`config.mk`:
```
export PLATFORM = sky130hd
export DESIGN_NAME = mul_shift5_arb
export DESIGN_NICKNAME = d
export VERILOG_FILES = /design/src/rtl/mul_shift5_arb.sv
export SDC_FILE = /design/constraint.sdc
export NUM_CORES = 1
export LEC_CHECK = 0
export CAP_MARGIN = 40
export CORE_MARGIN = 2
export CORE_UTILIZATION = 50
export CTS_CLUSTER_DIAMETER = 200
export CTS_CLUSTER_SIZE = 8
export DETAILED_ROUTE_END_ITERATION = 7
export GPL_TIMING_DRIVEN = 0
export PLACE_DENSITY = 0.79
export SYNTH_ARGS = -nofsm -noshare
export SYNTH_HDL_FRONTEND = slang
export SYNTH_SLANG_ARGS = --single-unit
```
`constraint.sdc`:
```
create_clock -name I_CLK -period 8.8 [get_ports I_CLK]
set_input_delay 1.32 -clock I_CLK [delete_from_list [all_inputs] [get_ports I_CLK]]
set_output_delay 1.32 -clock I_CLK [all_outputs]
set_load 0.01 [all_outputs]
```
`src/rtl/mul_shift5_arb.sv`:
```
// rtl/mul_shift5_arb.sv - round-robin shared shift-add multiplier (A_W x B_W) with one-hot result tags
module mul_shift5_arb #(
    parameter int NUM_REQ = 4,
    parameter int A_W     = 30,
    parameter int B_W     = 5
) (
    input  logic                   I_CLK,
    input  logic                   I_RST,
    input  logic [NUM_REQ-1:0]     I_REQ_VLD,
    input  logic [NUM_REQ*A_W-1:0] I_REQ_A,
    input  logic [NUM_REQ*B_W-1:0] I_REQ_B,
    output logic [NUM_REQ-1:0]     O_REQ_RDY,
    output logic [NUM_REQ-1:0]     O_RES_VLD,
    output logic [A_W-1:0]         O_RES,
    output logic                   O_BUSY
);

    localparam int PW = (NUM_REQ > 1) ? $clog2(NUM_REQ) : 1;

    logic [PW-1:0]      ptr;
    logic [PW-1:0]      gidx;
    logic [PW-1:0]      ptr_next;
    logic               hs;
    logic [NUM_REQ-1:0] grant;

    logic               s1_vld;
    logic [A_W-1:0]     s1_a;
    logic [B_W-1:0]     s1_b;
    logic [NUM_REQ-1:0] s1_id;
    logic [A_W-1:0]     prod;

    // Search PTR, PTR+1, ... wrapping at NUM_REQ; first valid requester wins.
    always_comb begin
        logic [PW:0] idx;
        grant = '0;
        gidx  = '0;
        hs    = 1'b0;
        idx   = '0;
        for (int off = 0; off < NUM_REQ; off++) begin
            idx = {1'b0, ptr} + (PW+1)'(off);
            if (idx >= (PW+1)'(NUM_REQ)) begin
                idx = idx - (PW+1)'(NUM_REQ);
            end
            if (!hs && I_REQ_VLD[idx[PW-1:0]]) begin
                hs   = 1'b1;
                gidx = idx[PW-1:0];
            end
        end
        if (I_RST) begin
            hs = 1'b0;
        end
        if (hs) begin
            grant[gidx] = 1'b1;
        end
    end

    always_comb begin
        logic [PW:0] inc;
        inc = {1'b0, gidx} + (PW+1)'(1);
        if (inc == (PW+1)'(NUM_REQ)) begin
            ptr_next = '0;
        end else begin
            ptr_next = inc[PW-1:0];
        end
    end

    // Shift-add product; carries past bit A_W-1 are dropped.
    always_comb begin
        prod = '0;
        for (int k = 0; k < B_W; k++) begin
            if (s1_b[k]) begin
                prod = prod + (s1_a << k);
            end
        end
    end

    always_ff @(posedge I_CLK or posedge I_RST) begin
        if (I_RST) begin
            ptr       <= '0;
            s1_vld    <= 1'b0;
            s1_a      <= '0;
            s1_b      <= '0;
            s1_id     <= '0;
            O_RES_VLD <= '0;
            O_RES     <= '0;
        end else begin
            if (hs) begin
                ptr    <= ptr_next;
                s1_vld <= 1'b1;
                s1_a   <= I_REQ_A[gidx*A_W +: A_W];
                s1_b   <= I_REQ_B[gidx*B_W +: B_W];
                s1_id  <= grant;
            end else begin
                s1_vld <= 1'b0;
            end
            O_RES     <= prod;
            O_RES_VLD <= s1_vld ? s1_id : '0;
        end
    end

    assign O_REQ_RDY = grant;
    assign O_BUSY    = s1_vld | (|O_RES_VLD);

endmodule

```
==> metrics.txt, run 1 <==
Hold Crit Class reg2reg; Slowest cell on crit path or4_1; Hold EP s1_id[3]; Synth cell types 87; Req. time, crit path between 9000 and 10000 ps; Critical path origin s1_b[0]; Core Area roughly 21000 µm²; row count 53; clk slew on worst S/H paths 70 ps; hold path depth 1; Final nets 1956; Seq. cell area roughly 1900 µm²; final setup TNS -52.26 ps; I/O Buffers ~180; violated checks setup timing; Synth Flop Type dfrtp_1; routability cong. about 1; WP data arrival between 9000 and 10000 ps; FF-to-FF Start s1_b[0]; CTS tree yes; Non-Filler Instances between 1.5k and 2k; via count approximately 12k; IO Count 185; die width about 150 µm; crit path max fanout 5; cts hold-fix bufs 0; worst reg2reg path depth 43; Max-Cap Viols 0; Slew Viols, Final 0; first-pass GRT wire length just under 60000 µm; CTS root buf clkbuf_16; largest net degree at the start of global routing 45; share of layout cells above drive strength 1 0.1149; Fin Clk Skew around 10 ps; status finished, violations left; Worst path max stage delay 480 ps; crit start category flop; die footprint ~23000 µm²; # setup viols final 1; Num CTS Buffers 9; Worst setup EP type flop; R2R Path End O_RES[29]; # H-tree levels 3; placed cells between 1.5k and 2k; Post-synth ARST share 1.000; DR WL/cell 19.05 µm; final worst-path cycle share 1.006; die height 150.8 µm; hpwl dp between 20000 and 30000 µm; Setup Crit Path Kind reg2reg; clk buf depth 2; clock network latency to the later pin of the worst-skew pair ~360 ps; most frequent cell on the critical path ha_4; Seq/Total Area, Yosys 0.1765; HP Start s1_id[3]; total grt overflow 0; Starting Density 0.5110; RSZ-0062 raised after global routing yes; area of the multi-input gates around 8800 µm²; synthesized area per cell between 7 and 8 µm²; fillers between 1.5k and 2k; Max Freq ~110 MHz; drt total wl approximately 38000 µm; vias in the first global route between 10k and 15k; minimum clock period 8852 ps; worst slew pin tran 934.1 ps; Yosys warning count 0; flops & latches, synth 76; routed vias/inst 6.042; Post-synth EDFFs 0; count of final hold-check violations 0; clock sink count between 70 and 80; post-route antenna net violation count 0; gr usage total 0.3283; Slew headroom 0.3773; Synth Instances 1463; initial antenna violation count 1; Post-Syn Nets approximately 1.7k; Syn Std Cell Area 10780 µm²; DRC errors left 0; R2R Setup Slk -50 ps; area delta synth->final 30.19%; drt initial violations ~890; drt first pass iters 5; min setup slack post-route -52.26 ps
worst max-delay path by stage:
| stage | slack, ps | end | cells after the start |
|---|---|---|---|
| finish | -50 | O_RES[29] | 43 |
| detailed placement | -1890 | O_RES[29] | 45 |
| CTS | -80 | O_RES[29] | 44 |
| floorplan | 30 | O_RES[29] | 45 |
| global route | -410 | O_RES[29] | 42 |
| global placement | -1690 | O_RES[29] | 45 |
placed cells by master (no fill, tap or decap), types with 9 or more instances in the layout:
cell / n
nand2_1: 186
clkdlybuf4s50_1: 184
nor2_1: 174
ha_1: 105
o21ai_0: 102
a21oi_1: 100
dfrtp_1: 75
clkbuf_1: 53
nand3_1: 53
xnor2_1: 51
mux2_2: 47
inv_1: 44
a21o_1: 40
buf_4: 37
and2_1: 35
xor2_1: 27
o21a_1: 26
nor3_1: 21
o211ai_1: 20
nand2b_1: 15
o21ai_1: 15
mux2i_1: 14
o21bai_1: 14
a31oi_1: 12
clkbuf_16: 11
o31ai_1: 10
nor2b_1: 9
nand4_1: 9
state kept, by name, indices dropped and copies added (netlist names), named ones only:
name and count:
s1_id 4, O_RES 30, s1_a 30, O_RES_VLD 4
ptr 1, s1_vld 1, s1_b 5
per-layer routing:
metal	part of all wire	global-route usage
met5	0	0
met3	0.073	0.06054
met4	0.041	0.1397
met1	0.43	0.4330
met2	0.45	0.5282
area by class of cell:
class | instances | area share
well taps | 275 | 0.02453
flip-flops and latches | 76 | 0.1356
clock inverters | 6 | 0.005529
diodes | 1 | 0.0001784
inverters | 47 | 0.01275
multi-input cells | 1270 | 0.6293
plain buffers | 66 | 0.02167
clock buffers | 10 | 0.01703
repair buffers | 222 | 0.1534
timing repair:
item,in CTS,in global routing
pin swaps,35,37
endpoints found under the setup margin,11,7
buffers inserted,24,13
resized for setup,53,32
critical path, delay by kind of cell, from the launching register on:
kind            cells  cell delay [ps]
mux                 1              220
simple gates       11             2000
xor+xnor            7             1230
fa+ha+maj           5             1310
flops               1              470
buf+inv             3              430
compound gates     16             3040
Yosys cell counts (all sizes together), types with 13 or more instances:
| cell type | count | share of area |
|---|---|---|
| o21bai | 15 | 0.011 |
| clkbuf | 59 | 0.021 |
| a21oi | 107 | 0.050 |
| o21ai | 123 | 0.057 |
| xor2 | 30 | 0.024 |
| nand2b | 15 | 0.0087 |
| a21o | 40 | 0.028 |
| nand3 | 54 | 0.026 |
| mux2i | 15 | 0.014 |
| inv | 47 | 0.016 |
| nor2 | 176 | 0.061 |
| o21a | 26 | 0.018 |
| o31ai | 13 | 0.0091 |
| ha | 114 | 0.13 |
| o211ai | 22 | 0.016 |
| nor3 | 23 | 0.011 |
| nand2 | 188 | 0.065 |
| xnor2 | 52 | 0.042 |
| mux2 | 49 | 0.051 |
| and2 | 37 | 0.021 |
| a31oi | 16 | 0.011 |
| dfrtp | 76 | 0.18 |
cell families (layout without fill, tap and decap cells):
family	count (synthesis)	in the layout	synth area share
xor+xnor	83	83	0.06873
compound gates	442	442	0.2697
simple gates	563	563	0.2375
buf+inv	117	351	0.04261
other cells	0	1	0
fa+ha+maj	118	118	0.1398
mux	64	64	0.06513
flops	76	76	0.1765
metrics by stage:
| stage | area (µm²) | setup WS, ps | utilization | hold WS [ps] |
|---|---|---|---|---|
| finish | 14030 | -52.26 | 0.6653 | 481.5 |
| detailed placement | 12990 | -1890 | 0.6161 | 459.8 |
| floorplan | 10780 | 25.42 | - | 441.9 |
| global placement | 12970 | -1694 | 0.6150 | 452.7 |
| CTS | 13770 | -84.51 | 0.6531 | 474.8 |
| global route | 14030 | -410.6 | 0.6652 | 504.2 |
Power of run 1 is not shown: default switching activity piles up to over one toggle a cycle in this logic, so the estimate is an artifact.
==> inputs of run 2 (changes only) <==
==> constraint.sdc (replaced) <==
create_clock -name I_CLK -period 8.8 [get_ports I_CLK]
set_input_delay 1.76 -clock I_CLK [delete_from_list [all_inputs] [get_ports I_CLK]]
set_output_delay 1.76 -clock I_CLK [all_outputs]
set_load 0.01 [all_outputs]
==> results of run 2 <==
Same layout as run 1 (identical final DEF). Status: finished, violations left: setup timing.
Power of run 2 is left out for the same reason.
